## src/rtl/game_flow_ctrl.sv

```systemverilog
// Phase sequencer for the symbol-counting game: IDLE -> PRE -> GAME -> ANSWER -> JUDGE -> POST.
// Optional lives/replay support is compiled in with `define GAME_FLOW_LIVES_EN.
module game_flow_ctrl #(
    parameter int NUM_LEVELS  = 8,
    parameter int PRE_SECS    = 3,
    parameter int GAME_SECS   = 10,
    parameter int ANSWER_SECS = 5,
    parameter int POST_SECS   = 2,
    parameter int TOL         = 0,
    parameter int DIFF_W      = 5,
    parameter int PER_W       = 32,
    parameter int BASE_PER    = 100000000,
    parameter int STEP_PER    = 10000000,
    parameter int MIN_PER     = 20000000,
    parameter int LIVES       = 3,
    localparam int LVL_W      = (NUM_LEVELS > 1) ? $clog2(NUM_LEVELS) : 1
) (
    input  logic              Clk100M,
    input  logic              reset,
    input  logic              tick1Hz,
    input  logic              startBtn,
    input  logic [DIFF_W-1:0] difference,
    input  logic              diffValid,
    output logic              pre,
    output logic              game,
    output logic              answer,
    output logic              post,
    output logic              startGen,
    output logic              stopGen,
    output logic              stopCount,
    output logic [LVL_W-1:0]  curLevel,
    output logic [PER_W-1:0]  symGenMax,
    output logic [7:0]        secsLeft,
    output logic              lose,
    output logic              win,
    output logic [1:0]        livesLeft
);

    typedef enum logic [2:0] {
        S_IDLE, S_PRE, S_GAME, S_ANSWER, S_JUDGE, S_POST, S_LOSE, S_WIN
    } state_t;

`ifdef GAME_FLOW_LIVES_EN
    localparam bit LIVES_EN_BIT = 1'b1;
`else
    localparam bit LIVES_EN_BIT = 1'b0;
`endif

    localparam logic [1:0]       LIVES_INIT = LIVES_EN_BIT ? 2'(LIVES) : 2'd0;
    localparam logic [LVL_W-1:0] LAST_LVL   = LVL_W'(NUM_LEVELS - 1);
    localparam int               PW         = PER_W + LVL_W + 1;

    state_t           r_state, w_state_next;
    logic [LVL_W-1:0] r_level, w_level_next;
    logic [7:0]       r_secs, w_secs_next;
    logic [1:0]       r_lives, w_lives_next;
    logic             r_lose, w_lose_next;
    logic             r_win, w_win_next;
    logic             r_pre, r_game, r_answer, r_post;
    logic             r_start_gen, r_stop_gen, r_stop_cnt;
    logic [PER_W-1:0] r_sym, w_sym_next;

    logic             w_timed;
    logic             w_tick_last;
    logic             w_pass;
    logic [PW-1:0]    w_prod;
    logic [PW-1:0]    w_base;
    logic [PW-1:0]    w_sub;

    assign w_timed     = (r_state == S_PRE) || (r_state == S_GAME) ||
                         (r_state == S_ANSWER) || (r_state == S_POST);
    assign w_tick_last = tick1Hz && (r_secs == 8'd1);
    assign w_pass      = (32'(difference) <= 32'(TOL));

    // Wide enough that a product larger than BASE_PER is detected rather than wrapped.
    assign w_prod = PW'(r_level) * PW'(STEP_PER);
    assign w_base = PW'(BASE_PER);
    assign w_sub  = w_base - w_prod;

    always_comb begin
        w_sym_next = r_sym;
        if ((w_prod > w_base) || (w_sub < PW'(MIN_PER)))
            w_sym_next = PER_W'(MIN_PER);
        else
            w_sym_next = PER_W'(w_sub);
    end

    always_comb begin
        w_state_next = r_state;
        w_level_next = r_level;
        w_secs_next  = r_secs;
        w_lives_next = r_lives;
        w_lose_next  = r_lose;
        w_win_next   = r_win;

        if (w_timed && tick1Hz && (r_secs > 8'd1))
            w_secs_next = r_secs - 8'd1;

        case (r_state)
            S_IDLE, S_LOSE, S_WIN: begin
                if (startBtn) begin
                    w_state_next = S_PRE;
                    w_level_next = '0;
                    w_lose_next  = 1'b0;
                    w_win_next   = 1'b0;
                    w_lives_next = LIVES_INIT;
                    w_secs_next  = 8'(PRE_SECS);
                end
            end
            S_PRE: begin
                if (w_tick_last) begin
                    w_state_next = S_GAME;
                    w_secs_next  = 8'(GAME_SECS);
                end
            end
            S_GAME: begin
                if (w_tick_last) begin
                    w_state_next = S_ANSWER;
                    w_secs_next  = 8'(ANSWER_SECS);
                end
            end
            S_ANSWER: begin
                if (w_tick_last) begin
                    w_state_next = S_JUDGE;
                    w_secs_next  = 8'd0;
                end
            end
            S_JUDGE: begin
                if (diffValid) begin
                    if (w_pass) begin
                        if (r_level == LAST_LVL) begin
                            w_state_next = S_WIN;
                            w_win_next   = 1'b1;
                        end else begin
                            w_state_next = S_POST;
                            w_level_next = r_level + 1'b1;
                            w_secs_next  = 8'(POST_SECS);
                        end
`ifdef GAME_FLOW_LIVES_EN
                    end else if (r_lives > 2'd1) begin
                        // A spare life replays the same level.
                        w_state_next = S_POST;
                        w_lives_next = r_lives - 2'd1;
                        w_secs_next  = 8'(POST_SECS);
                    end else begin
                        w_state_next = S_LOSE;
                        w_lives_next = 2'd0;
                        w_lose_next  = 1'b1;
                    end
`else
                    end else begin
                        w_state_next = S_LOSE;
                        w_lose_next  = 1'b1;
                    end
`endif
                end
            end
            S_POST: begin
                if (w_tick_last) begin
                    w_state_next = S_PRE;
                    w_secs_next  = 8'(PRE_SECS);
                end
            end
            default: w_state_next = S_IDLE;
        endcase
    end

    always_ff @(posedge Clk100M) begin
        if (reset) begin
            r_state     <= S_IDLE;
            r_level     <= '0;
            r_secs      <= 8'd0;
            r_lives     <= LIVES_INIT;
            r_lose      <= 1'b0;
            r_win       <= 1'b0;
            r_pre       <= 1'b0;
            r_game      <= 1'b0;
            r_answer    <= 1'b0;
            r_post      <= 1'b0;
            r_start_gen <= 1'b0;
            r_stop_gen  <= 1'b0;
            r_stop_cnt  <= 1'b0;
            r_sym       <= PER_W'(BASE_PER);
        end else begin
            r_state     <= w_state_next;
            r_level     <= w_level_next;
            r_secs      <= w_secs_next;
            r_lives     <= w_lives_next;
            r_lose      <= w_lose_next;
            r_win       <= w_win_next;
            // Flags are registered from the next state so they switch together with it.
            r_pre       <= (w_state_next == S_PRE);
            r_game      <= (w_state_next == S_GAME);
            r_answer    <= (w_state_next == S_ANSWER) || (w_state_next == S_JUDGE);
            r_post      <= (w_state_next == S_POST);
            r_start_gen <= (w_state_next == S_GAME) && (r_state != S_GAME);
            r_stop_gen  <= (r_state == S_GAME) && (w_state_next != S_GAME);
            r_stop_cnt  <= (r_state == S_ANSWER) && (w_state_next != S_ANSWER);
            r_sym       <= w_sym_next;
        end
    end

    assign pre       = r_pre;
    assign game      = r_game;
    assign answer    = r_answer;
    assign post      = r_post;
    assign startGen  = r_start_gen;
    assign stopGen   = r_stop_gen;
    assign stopCount = r_stop_cnt;
    assign curLevel  = r_level;
    assign symGenMax = r_sym;
    assign secsLeft  = r_secs;
    assign lose      = r_lose;
    assign win       = r_win;
    assign livesLeft = r_lives;

endmodule
```

## config.mk

```make
export PLATFORM = sky130hd
export DESIGN_NAME = game_flow_ctrl
export DESIGN_NICKNAME = d
export VERILOG_FILES = /design/src/rtl/game_flow_ctrl.sv
export SDC_FILE = /design/constraint.sdc
export NUM_CORES = 1
export LEC_CHECK = 0
export CAP_MARGIN = 0
export CORE_ASPECT_RATIO = 0.75
export CORE_MARGIN = 3
export CORE_UTILIZATION = 30
export CTS_CLUSTER_DIAMETER = 120
export DETAILED_ROUTE_END_ITERATION = 8
export SLEW_MARGIN = 10
export SYNTH_ARGS = -nofsm -noshare
export SYNTH_HDL_FRONTEND = slang
export SYNTH_SLANG_ARGS = --single-unit
```

## constraint.sdc

```tcl
create_clock -name Clk100M -period 6.6 [get_ports Clk100M]
set_clock_uncertainty 0.1 [all_clocks]
set_input_delay 1.32 -clock Clk100M [delete_from_list [all_inputs] [get_ports Clk100M]]
set_output_delay 1.32 -clock Clk100M [all_outputs]
set_load 0.005 [all_outputs]
```

; Word level (Yosys, flattened, before mapping)
; Cells that the tools add are included.
; W data, S select, Z words.
[totals]
word_cells = 96
output_inout_bits = 54
reg_bits = 51
inputBits = 10
[op_classes]
n_mux = 33
reduce_logical = 18
eq_ne = 23
addsub = 3
n_lt_le_gt_ge = 4
mul = 1
[op_table]
columns = operator, n
row1 = $mux W8, 9
row2 = $pmux W8 S6, 1
row3 = $lt A36 B25 Y1 const B, 1
row4 = $mux W3, 11
row5 = $sub A27 B27 Y28 const A, 1
row6 = $gt A27 B27 Y1 const B, 1
row7 = $mux W27, 1
row8 = $eq A3 B3 Y1 const B, 7
row9 = $mul A3 B17 Y20 const B, 1
row10 = $pmux W3 S6, 1
row11 = $eq A3 B2 Y1 const B, 4
row12 = $ne A2 B2 Y1 const B, 6
row13 = $reduce_and A5 Y1, 2
row14 = $ne A3 B2 Y1 const B, 3
row15 = $eq A8 B1 Y1 const B, 1
row16 = $gt A8 B1 Y1 const B, 1
row17 = $sub A8 B1 Y8 const B, 1
row18 = $eq A3 B1 Y1 const B, 2
row19 = $logic_and A1 B1 Y1, 6
row20 = $mux W1, 6
row21 = $pmux W3 S2, 1
row22 = $le A5 B1 Y1 const B, 1
row23 = $logic_or A1 B1 Y1, 5
row24 = $pmux W1 S2, 2
row25 = 7 further kinds, 7

; Longest topological paths before layout
; Gate-level depths: netlist (run 1).
[logic_depth]
word_depth = 11
mapped_depth = 18
mapped_depth_nobuf = 14

; Worst setup path before layout (run 1)
; OpenSTA, ideal clock, no wires.
[synth_timing]
path_type = reg-to-reg
startpoint = register r_level[0], in the netlist curLevel[0]
endpoint = register r_sym[21], in the netlist symGenMax[21]
n_path_buf = 4
arrival_time_ns = 4.526
path_stages_with_launch = 19
setup_time_ns = 0.134
required_ns = 6.366
period_less_slack_ns = 4.760
slack_ns = 1.840
cell_sequence = dfxtp_1 -> clkbuf_1 -> inv_1 -> ha_1 -> clkbuf_1 -> nand2b_1 -> fa_1 -> clkbuf_1 -> a21bo_2 -> nor4_2 -> nand2b_1 -> o31ai_4 -> a31oi_4 -> nand2b_1 -> xor2_1 -> o21a_2 -> nor2_1 -> buf_2 -> or4_1
[synth_between]
elab_chain_cells = 5
[synth_rtl]
columns = item, line
row1 = from (decl), 54  ; logic [LVL_W-1:0] r_level, w_level_next;
row2 = from (signal assigned), 186  ; r_level <= w_level_next;
row3 = $mul A3 B17 Y20, 76  ; assign w_prod = PW'(r_level) * PW'(STEP_PER);
row4 = $sub A27 B27 Y28, 78  ; assign w_sub = w_base - w_prod;
row5 = named net w_sub[8], 68  ; logic [PW-1:0] w_sub;
row6 = $lt A36 B25 Y1, 82  ; if ((w_prod > w_base) || (w_sub < PW'(MIN_PER)))
row7 = $logic_or A1 B1 Y1, 82
row8 = $reduce_or A2 Y1 (no line), --
row9 = to (signal assigned), 183  ; r_sym <= PER_W'(BASE_PER);
row10 = to (signal assigned), 199  ; r_sym <= w_sym_next;
row11 = to (decl), 61  ; logic [PER_W-1:0] r_sym, w_sym_next;
; The timed path passes the listed nets, and every way through them passes these cells.
; A chain may end at the register's enable or synchronous reset.

; Final worst setup path (run 1)
[layout_timing]
startpoint = register r_level[1], in the netlist curLevel[1]
endpoint = register r_sym[14], in the netlist symGenMax[14]
[layout_between]
elab_chain_cells = 5
[layout_rtl]
columns = item, line
row1 = $mul A3 B17 Y20, 76
row2 = $sub A27 B27 Y28, 78
row3 = named net w_sub[8], 68
row4 = $lt A36 B25 Y1, 82
row5 = $logic_or A1 B1 Y1, 82
row6 = $mux W27, 82
; The timed path passes the listed nets, and every way through them passes these cells.

==> flow_metrics.env, run 1 <==
export IMPL_worstSetupPathType="reg2reg"
export IMPL_muxShareOfSynthArea_pct=0
export IMPL_cp_slowest_cell="o31ai_2"
export IMPL_status="finished, final reports clean"
export IMPL_rows=31
export IMPL_grt_pass1_vias=2706
export IMPL_min_from="lose"
export IMPL_wl_per_cell_um=14.4
export IMPL_die_w_um=123
export IMPL_drc=0
export IMPL_comb_power_share_pct=13.9
export IMPL_finalSetupViolCount=0
export IMPL_cpLargestDelayFamily="compound AO/OA/AOI/OAI gates"
export IMPL_coreArea_sq_um=9770
export IMPL_hold_violations=0
export IMPL_r2r_start="curLevel[1]"
export IMPL_drv_slew=0
export IMPL_ff2ff_setup_slack_ns=1.97
export IMPL_crit_chain="ha_1 -> nand2b_1 -> fa_1 -> xnor2_1 -> nor4_1 -> a21oi_1 -> nand4_1 -> a21o_1 -> xnor2_1 -> o2111ai_1 -> o211a_1 -> o31ai_2 -> o31ai_1"
export IMPL_dp_hpwl_um=5850
export IMPL_worstPathArrival_ns=4.68
export IMPL_drv_cap=0
export IMPL_rsz0062_at_grt="no"
export IMPL_die_area_sq_um=11500
export IMPL_root_buffer="clkbuf_16"
export IMPL_clkLatencyLatePin_ns=0.29
export IMPL_initial_utilization_pct=31.3
export IMPL_synth_compound_area_share_pct=20.8
export IMPL_async_flop_share_pct=0
export IMPL_synthToLayoutAreaGrowth_pct=22.5
export IMPL_clock_path_buffers=2
export IMPL_slew_headroom_pct=47.6
export IMPL_diodes=0
export IMPL_final_nets=437
export IMPL_postSynthCellCount=377
export IMPL_netSwitchingPower_uw=164
export IMPL_cts_resized=0
export IMPL_ys_seq_area_share_pct=28.8
export IMPL_cp_end_kind="flop"
export IMPL_power_density_nw_per_um2=168
export IMPL_cp_required_ns=6.64
export IMPL_dr_first_iter_drc_count=194
export IMPL_cp_depth=13
export IMPL_grt_max_degree=31
export IMPL_yosys_top_cells_area="dfxtp_1, xnor2_1, ha_1"
export IMPL_synth_top_area_cell="dfxtp_1"
export IMPL_syn_cell_area_sq_um=3060
export IMPL_cp_buffers_inverters=0
export IMPL_ios=64
export IMPL_ys_ff_latch=44
export IMPL_synth_xor_area_share_pct=11.2
export IMPL_track_usage_pct=14.0
export IMPL_overflow=0
export IMPL_tritoncts="built"
export IMPL_critPathLaunchType="flop"
export IMPL_setup_tns_ns=0
export IMPL_avgSynthCellArea_sq_um=8.11
export IMPL_num_vias=2769
export IMPL_min_to="lose"
export IMPL_clkTransAtPathRegs_ns=0.06
export IMPL_synth_top_family_by_area="simple AND/OR/NAND/NOR gates"
export IMPL_post_route_min_period_ns=4.63
export IMPL_leakagePower_nw=1.40
export IMPL_worst_pin_slew_ns=0.782
export IMPL_synth_common_cells="dfxtp_1, nor2_1, nand2_1"
export IMPL_cts_hold_buf=0
export IMPL_power_frac_seq_pct=45.6
export IMPL_drtAntennaViolNets=0
export IMPL_place_gp_congestion=0.898
export IMPL_whs_ns=0.415
export IMPL_synthFlopType="dfxtp_1"
export IMPL_ys_types=61
export IMPL_fin_crit_sh_pct=70.2
export IMPL_swShare_pct=26.0
export IMPL_min_path_cells=2
export IMPL_synthMostInstantiatedCell="dfxtp_1"
export IMPL_yosys_area_share_simple_pct=23.1
export IMPL_postCtsSetupRepairBufs=0
export IMPL_portBuffers=54
export IMPL_yosysWarnings=0
export IMPL_min_path_type="reg2reg"
export IMPL_ir_worst_vdd_v=0.0000961
export IMPL_clock_power_share_pct=40.4
export IMPL_drtPass1Iterations=4
export IMPL_finalWirelength_um=7810
export IMPL_grt_first_pass_wirelength_um=13000
export IMPL_die_height_um=93.4
export IMPL_crit_top_cell="xnor2_1"
export IMPL_synth_top_area_share_pct=28.8
export IMPL_fmax_mhz=216
export IMPL_power_uw=629
export IMPL_crit_fanout=15
export IMPL_htreeDepth=2
export IMPL_reg2reg_to="symGenMax[14]"
export IMPL_antenna_found_initial=0
export IMPL_slowest_delay_ns=0.68
export IMPL_vias_per_cell=5.09
export IMPL_clock_sinks=44
export IMPL_power_internal_uw=465
export IMPL_drive_above_1_share_pct=6.07
export IMPL_synth_fa_ha_area_share_pct=6.79
export IMPL_synth_edf_count=0
export IMPL_cts_made_buffers=5
export IMPL_reg2reg_depth=13
-- sequential cells by signal, indices dropped and copies added (netlist names) --
signal	count
win	1
r_state	3
stopCount	1
lose	1
post	1
game	1
curLevel	3
secsLeft	8
startGen	1
pre	1
symGenMax	21
answer	1
stopGen	1
-- layout make-up --
| class | count | area [sq um] |
|---|---|---|
| multi-input cells | 286 | 1920 |
| clock inverters | 2 | 10.0 |
| flip-flops and latches | 44 | 881 |
| well taps | 132 | 165 |
| clock buffers | 6 | 139 |
| repair buffers | 57 | 563 |
| inverters | 17 | 63.8 |
| fillers | 1026 | 6030 |
-- placed cells by master (no fill, tap or decap), types with 5 or more instances in the layout --
cell / synthesis / final
nand3_1: 8 / 8
inv_1: 16 / 16
nand4_1: 6 / 6
nor4_1: 9 / 9
a31oi_1: 7 / 7
nand2_1: 29 / 29
conb_1: 1 / 9
clkbuf_16: 0 / 5
and3_1: 5 / 5
a21oi_1: 27 / 27
xnor2_1: 25 / 25
nor2_1: 37 / 37
dfxtp_1: 44 / 44
o21ai_0: 12 / 12
clkdlybuf4s50_1: 0 / 54
or4_1: 5 / 5
ha_1: 15 / 15
xor2_1: 9 / 9
nor3_1: 18 / 18
-- tightest hold or removal path, cell delays in order (launching register included) --
cell     delay [ns]
dfxtp_1        0.31
a21oi_1        0.11
nor3_1         0.05
-- how the worst max path moves through the flow --
stage / startpoint / endpoint / slack [ns]
after global routing: curLevel[1] / symGenMax[15] / 1.54
after global placement: curLevel[0] / symGenMax[14] / 2.12
after detailed placement: curLevel[1] / symGenMax[15] / 2.04
after CTS: curLevel[1] / symGenMax[14] / 2.00
final: curLevel[1] / symGenMax[14] / 1.97
after floorplan: curLevel[0] / symGenMax[21] / 1.84
-- per-stage QoR --
step                      std cells  cell area, sq um  setup WS, ns  util (%)
after floorplan                 385              3090          1.84         -
after global placement          536              3600          2.12      36.8
after detailed placement        536              3600          2.04      36.8
after CTS                       544              3750          2.00      38.3
after global routing            544              3750          1.54      38.3
final                           544              3750          1.97      38.3
-- kinds of logic after synthesis --
| group | Yosys count |
|---|---|
| xor gates and xnor gates | 36 |
| AOI/OAI and AO/OA | 86 |
| buffers and inverters | 55 |
| adders and majority gates | 16 |
| other | 1 |
| DFF | 44 |
| and+or+nand+nor | 139 |
-- layer usage --
layer | global-route usage [%] | share of wire (%) | routed length (um)
met5 | 0 | 0 | 0
met4 | 4.66 | 1.3 | 102
met3 | 3.57 | 6.2 | 486
met2 | 21.4 | 44 | 3420
met1 | 19.3 | 49 | 3800
-- power by group through the flow --
stage | combinational (mW) | clock, mW | sequential (mW)
3_3_place_gp | 0.0869 | 0 | 0.293
3_5_place_dp | 0.0878 | 0 | 0.293
6_report | 0.0877 | 0.254 | 0.287
5_1_grt | 0.0996 | 0.273 | 0.289
2_1_floorplan | 0.0646 | 0 | 0.287
4_1_cts | 0.0884 | 0.263 | 0.287
Power figures use the tool's default switching activity.
==> run 2, diff against run 1 <==
==> constraint.sdc (replaced) <==
create_clock -name Clk100M -period 4 [get_ports Clk100M]
set_clock_uncertainty 0.1 [all_clocks]
set_input_delay 0.8 -clock Clk100M [delete_from_list [all_inputs] [get_ports Clk100M]]
set_output_delay 0.8 -clock Clk100M [all_outputs]
set_load 0.005 [all_outputs]
==> run 2 against run 1 <==
  * Worst setup slack worse by 1.8 ns
  * Via count is 4.1% higher
  * Maximum frequency increased by 20%
  * Critical endpoint is now symGenMax[13]
==> flow_metrics.env, run 2 (synthesized netlist as in run 1, its figures left out) <==
export IMPL_status="finished, final reports clean"
export IMPL_clkLatencyLatePin_ns=0.28
export IMPL_final_nets=467
export IMPL_worstSetupPathType="reg2reg"
export IMPL_cp_end_kind="flop"
export IMPL_root_buffer="clkbuf_16"
export IMPL_final_common_cell="clkdlybuf4s50_1"
export IMPL_post_route_min_period_ns=3.86
export IMPL_synthToLayoutAreaGrowth_pct=34.0
export IMPL_layout_common_cells="clkdlybuf4s50_1, dfxtp_1, nor2_1, buf_4, nand2_1"
export IMPL_critPathLaunchType="flop"
export IMPL_leakagePower_nw=1.61
export IMPL_fin_crit_sh_pct=96.5
export IMPL_power_density_nw_per_um2=264
export IMPL_drv_slew=0
export IMPL_die_height_um=93.4
export IMPL_drc=0
export IMPL_die_w_um=123
export IMPL_worstSetupStartpoint="curLevel[0]"
export IMPL_cts_made_buffers=5
export IMPL_vias_per_cell=5.02
export IMPL_ir_worst_vdd_v=0.000239
export IMPL_ios=64
export IMPL_reg2reg_to="symGenMax[13]"
export IMPL_coreArea_sq_um=9770
export IMPL_portBuffers=54
export IMPL_grt_first_pass_wirelength_um=13500
export IMPL_drive_above_1_share_pct=14.9
export IMPL_drv_cap=0
export IMPL_setup_tns_ns=0
export IMPL_wl_per_cell_um=14.0
export IMPL_drtPass1Iterations=4
export IMPL_overflow=0
export IMPL_power_mw=1.08
export IMPL_grt_pass1_vias=2749
export IMPL_largest_reg_flops=21
export IMPL_dp_hpwl_um=6380
export IMPL_ff2ff_setup_slack_ns=0.14
export IMPL_tritoncts="built"
export IMPL_crit_fanout=12
export IMPL_stdcell_area_sq_um=4100
export IMPL_finalSetupViolCount=0
export IMPL_reg2reg_depth=14
export IMPL_finalWirelength_um=8040
export IMPL_min_to="curLevel[1]"
export IMPL_placed_area_sq_um=3860
export IMPL_num_vias=2882
export IMPL_r2r_start="curLevel[0]"
export IMPL_diodes=0
export IMPL_min_path_cells=2
export IMPL_htreeDepth=2
export IMPL_clock_path_buffers=2
export IMPL_multi_input_area_sq_um=2020
export IMPL_wl_met1_um=4040
export IMPL_regArea_sq_um=888
export IMPL_fill_cells=983
export IMPL_cp_required_ns=4.05
export IMPL_drtAntennaViolNets=0
export IMPL_wl_met3_um=444
export IMPL_grt_max_degree=20
export IMPL_clkTransAtPathRegs_ns=0.06
export IMPL_initial_utilization_pct=31.3
export IMPL_clock_sinks=44
export IMPL_die_area_sq_um=11500
export IMPL_routed_wl_met2_um=3500
export IMPL_rows=31
export IMPL_worstPathArrival_ns=3.91
export IMPL_fmax_mhz=259
export IMPL_dr_max_layer_used="met4"
export IMPL_slew_headroom_pct=56.3
export IMPL_track_usage_pct=14.4
export IMPL_dr_first_iter_drc_count=187
export IMPL_min_from="curLevel[1]"
export IMPL_min_path_type="reg2reg"
export IMPL_hold_violations=0
export IMPL_worst_pin_slew_ns=0.651
export IMPL_place_gp_congestion=0.910
export IMPL_cts_hold_buf=0
export IMPL_antenna_found_initial=0
run 2: layer usage:
layer  GRT usage, %  vias up
li1               -     1443
met3           3.69        7
met2           21.7       87
met5              0        -
met4           2.24        0
met1           21.1     1345
run 2: metrics by stage:
step	instances	worst slack [ns]	util [%]	hold WS, ns
finish	574	0.141	41.9	0.411
global route	574	-0.00826	41.9	0.435
CTS	570	0.0824	41.2	0.420
detailed placement	562	0.0933	39.5	0.411
global placement	562	0.131	39.5	0.396
floorplan	385	-0.113	-	0.399
run 2: worst max path at each step:
stage | endpoint | depth (start not counted)
final | symGenMax[13] | 14
after global routing | symGenMax[13] | 14
after CTS | symGenMax[13] | 13
after detailed placement | symGenMax[13] | 13
after global placement | symGenMax[13] | 13
after floorplan | symGenMax[21] | 18
run 2: report_power, final:
| part | internal [mW] | switching [mW] | total [mW] |
|---|---|---|---|
| Clock | 0.297 | 0.167 | 0.464 |
| Combinational | 0.0692 | 0.0766 | 0.146 |
| Sequential | 0.451 | 0.0210 | 0.472 |
| Total | 0.817 | 0.265 | 1.08 |
run 2: critical path: stages, from the launching register on:
cell and delay, ns:
dfxtp_4 0.39, inv_4 0.06, ha_4 0.21, nand2b_4 0.14
fa_1 0.59, a21bo_4 0.27, nor4_4 0.29, nand2b_4 0.19
o31ai_4 0.07, a31oi_4 0.26, nand2b_4 0.19, xor2_2 0.18
o21a_4 0.19, o31ai_4 0.10, or4_1 0.50
run 2: repair_timing:
item                       in CTS  in global routing
gates resized for setup         0                  6
setup endpoints to repair       0                 14
buffers inserted                0                  4
run 2: cell type report:
cell class / count / share of cell area (%)
multi-input cells: 286 / 49.3
inverters: 17 / 1.62
flip-flops and latches: 44 / 21.7
repair buffers: 87 / 19.2
clock inverters: 3 / 1.10
well taps: 132 / 4.03
clock buffers: 5 / 3.05
==> run 3, diff against run 2 <==
==> constraint.sdc (replaced) <==
create_clock -name Clk100M -period 4.45 [get_ports Clk100M]
set_clock_uncertainty 0.1 [all_clocks]
set_input_delay 0.89 -clock Clk100M [delete_from_list [all_inputs] [get_ports Clk100M]]
set_output_delay 0.89 -clock Clk100M [all_outputs]
set_load 0.02 [all_outputs]
==> run 3 against run 2 <==
  * Sequential power shrank 9.7%
  * Worst hold slack gained 0.0062 ns
  * Die area stayed put
  * Clock power decreased by 20%
  * Critical path depth unchanged
  * Register-to-register slack better by 0.13 ns
  * Count of clock-buffer cells in the layout is 2 higher
  * Via count decreased by 2.8%
  * Global-route usage down 0.76 points
  * Largest cell class unchanged
  * Largest power group unchanged
==> flow_metrics.env, run 3 (synthesized netlist as in run 1, its figures left out) <==
export IMPL_drtPass1Iterations=5
export IMPL_worstSetupPathType="reg2reg"
export IMPL_fmax_mhz=239
export IMPL_cp_required_ns=4.50
export IMPL_layout_common_cells="clkdlybuf4s50_1, dfxtp_1, nor2_1, nand2_1, a21oi_1"
export IMPL_vias_per_cell=5.09
export IMPL_power_uw=948
export IMPL_fill_cells=1000
export IMPL_final_util_pct=39.3
export IMPL_critPathLaunchType="flop"
export IMPL_synthToLayoutAreaGrowth_pct=25.7
export IMPL_finalWirelength_um=7890
export IMPL_worst_pin_slew_ns=0.768
export IMPL_whs_ns=0.417
export IMPL_swShare_pct=26.9
export IMPL_clkLatencyLatePin_ns=0.28
export IMPL_num_vias=2800
export IMPL_crit_fanout=12
export IMPL_fin_crit_sh_pct=93.9
export IMPL_leakagePower_nw=1.45
export IMPL_slew_headroom_pct=48.4
export IMPL_hold_violations=0
export IMPL_overflow=0
export IMPL_netSwitchingPower_uw=255
export IMPL_portBuffers=54
export IMPL_initial_utilization_pct=31.3
export IMPL_final_common_cell="clkdlybuf4s50_1"
export IMPL_tritoncts="built"
export IMPL_clkTransAtPathRegs_ns=0.06
export IMPL_finalSetupViolCount=0
export IMPL_drtAntennaViolNets=0
export IMPL_postCtsSetupRepairBufs=0
export IMPL_power_density_nw_per_um2=247
export IMPL_largest_reg_flops=21
export IMPL_grt_max_degree=31
export IMPL_power_internal_uw=693
export IMPL_rows=31
export IMPL_coreArea_sq_um=9770
export IMPL_final_nets=443
export IMPL_die_area_sq_um=11500
export IMPL_clock_power_share_pct=39.1
export IMPL_htreeDepth=2
export IMPL_clock_path_buffers=2
export IMPL_ff2ff_setup_slack_ns=0.27
export IMPL_die_height_um=93.4
export IMPL_cts_hold_buf=0
export IMPL_worstPathArrival_ns=4.23
export IMPL_ir_worst_vdd_v=0.000164
export IMPL_antenna_found_initial=0
export IMPL_drv_slew=0
export IMPL_cts_made_buffers=5
export IMPL_ios=64
export IMPL_clock_sinks=44
export IMPL_setup_tns_ns=0
export IMPL_grt_first_pass_wirelength_um=12800
export IMPL_place_gp_congestion=0.918
export IMPL_cp_end_kind="flop"
export IMPL_post_route_min_period_ns=4.18
export IMPL_root_buffer="clkbuf_16"
export IMPL_power_frac_seq_pct=44.9
export IMPL_dr_first_iter_drc_count=278
export IMPL_track_usage_pct=13.7
export IMPL_die_w_um=123
export IMPL_placed_area_sq_um=3670
export IMPL_drive_above_1_share_pct=8.85
export IMPL_rsz0062_at_grt="no"
export IMPL_status="finished, final reports clean"
export IMPL_min_path_type="reg2reg"
export IMPL_comb_power_share_pct=15.9
export IMPL_drc=0
export IMPL_wl_per_cell_um=14.3
export IMPL_drv_cap=0
export IMPL_grt_pass1_vias=2485
export IMPL_dp_hpwl_um=6110
export IMPL_diodes=0
export IMPL_stdcell_area_sq_um=3840
-- run 3: cell types whose count changed in the layout (fill, tap and decap cells not counted), moves of 2 or more --
| cell | previous run | this run |
|---|---|---|
| dfxtp_4 | 2 | 0 |
| inv_4 | 2 | 0 |
| buf_4 | 33 | 9 |
| nand2b_4 | 3 | 1 |
| nand2b_1 | 1 | 3 |
-- run 3: routing by layer --
layer  GRT usage (%)  share of wire [%]
met3            3.26                8.5
met2            18.2                 39
met5               0                  0
met4            1.12               0.34
met1            22.4                 52
-- run 3: cell type report --
class,instances,area [sq um],share of cell area (%)
clock buffer,7,143,3.71
clock inverter,1,7.51,0.195
inverter,17,63.8,1.66
multi-input combinational,286,1970,51.4
sequential,44,882,22.9
tap,132,165,4.30
timing repair buffer,63,608,15.8
-- run 3: worst max-delay path, cell delays in order, from the launching register on --
cell	delay [ns]
dfxtp_2	0.42
inv_1	0.12
ha_1	0.34
inv_1	0.05
ha_1	0.38
nand3b_1	0.17
a221oi_4	0.39
xor2_1	0.33
nand4_1	0.26
a21o_1	0.29
a21oi_1	0.19
xnor2_1	0.17
o211a_1	0.24
o31ai_4	0.13
or4_1	0.48
-- run 3: power by group through the flow --
stage | clock (mW) | sequential [mW] | combinational [mW]
detailed placement | 0 | 0.434 | 0.149
global route | 0.391 | 0.429 | 0.168
CTS | 0.376 | 0.425 | 0.150
global placement | 0 | 0.434 | 0.148
finish | 0.371 | 0.426 | 0.151
floorplan | 0 | 0.438 | 0.101
-- run 3: path summary, 6_finish.rpt --
kind / start / endpoint / cells past startpoint
max: curLevel[1] / symGenMax[13] / 14
min: lose / lose / 2
max reg2reg: curLevel[1] / symGenMax[13] / 14
min reg2reg: lose / lose / 2
-- run 3: per-stage QoR --
step	cells	setup slack [ns]
2_1_floorplan	385	0.00305
3_3_place_gp	542	0.263
3_5_place_dp	542	0.0730
4_1_cts	550	0.0589
5_1_grt	550	0.0836
6_report	550	0.273
-- run 3: timing repair --
| action | in CTS | in global routing |
|---|---|---|
| resized for setup | 0 | 6 |
| endpoints found under the hold margin | 0 | 0 |
| endpoints found under the setup margin | 0 | 14 |
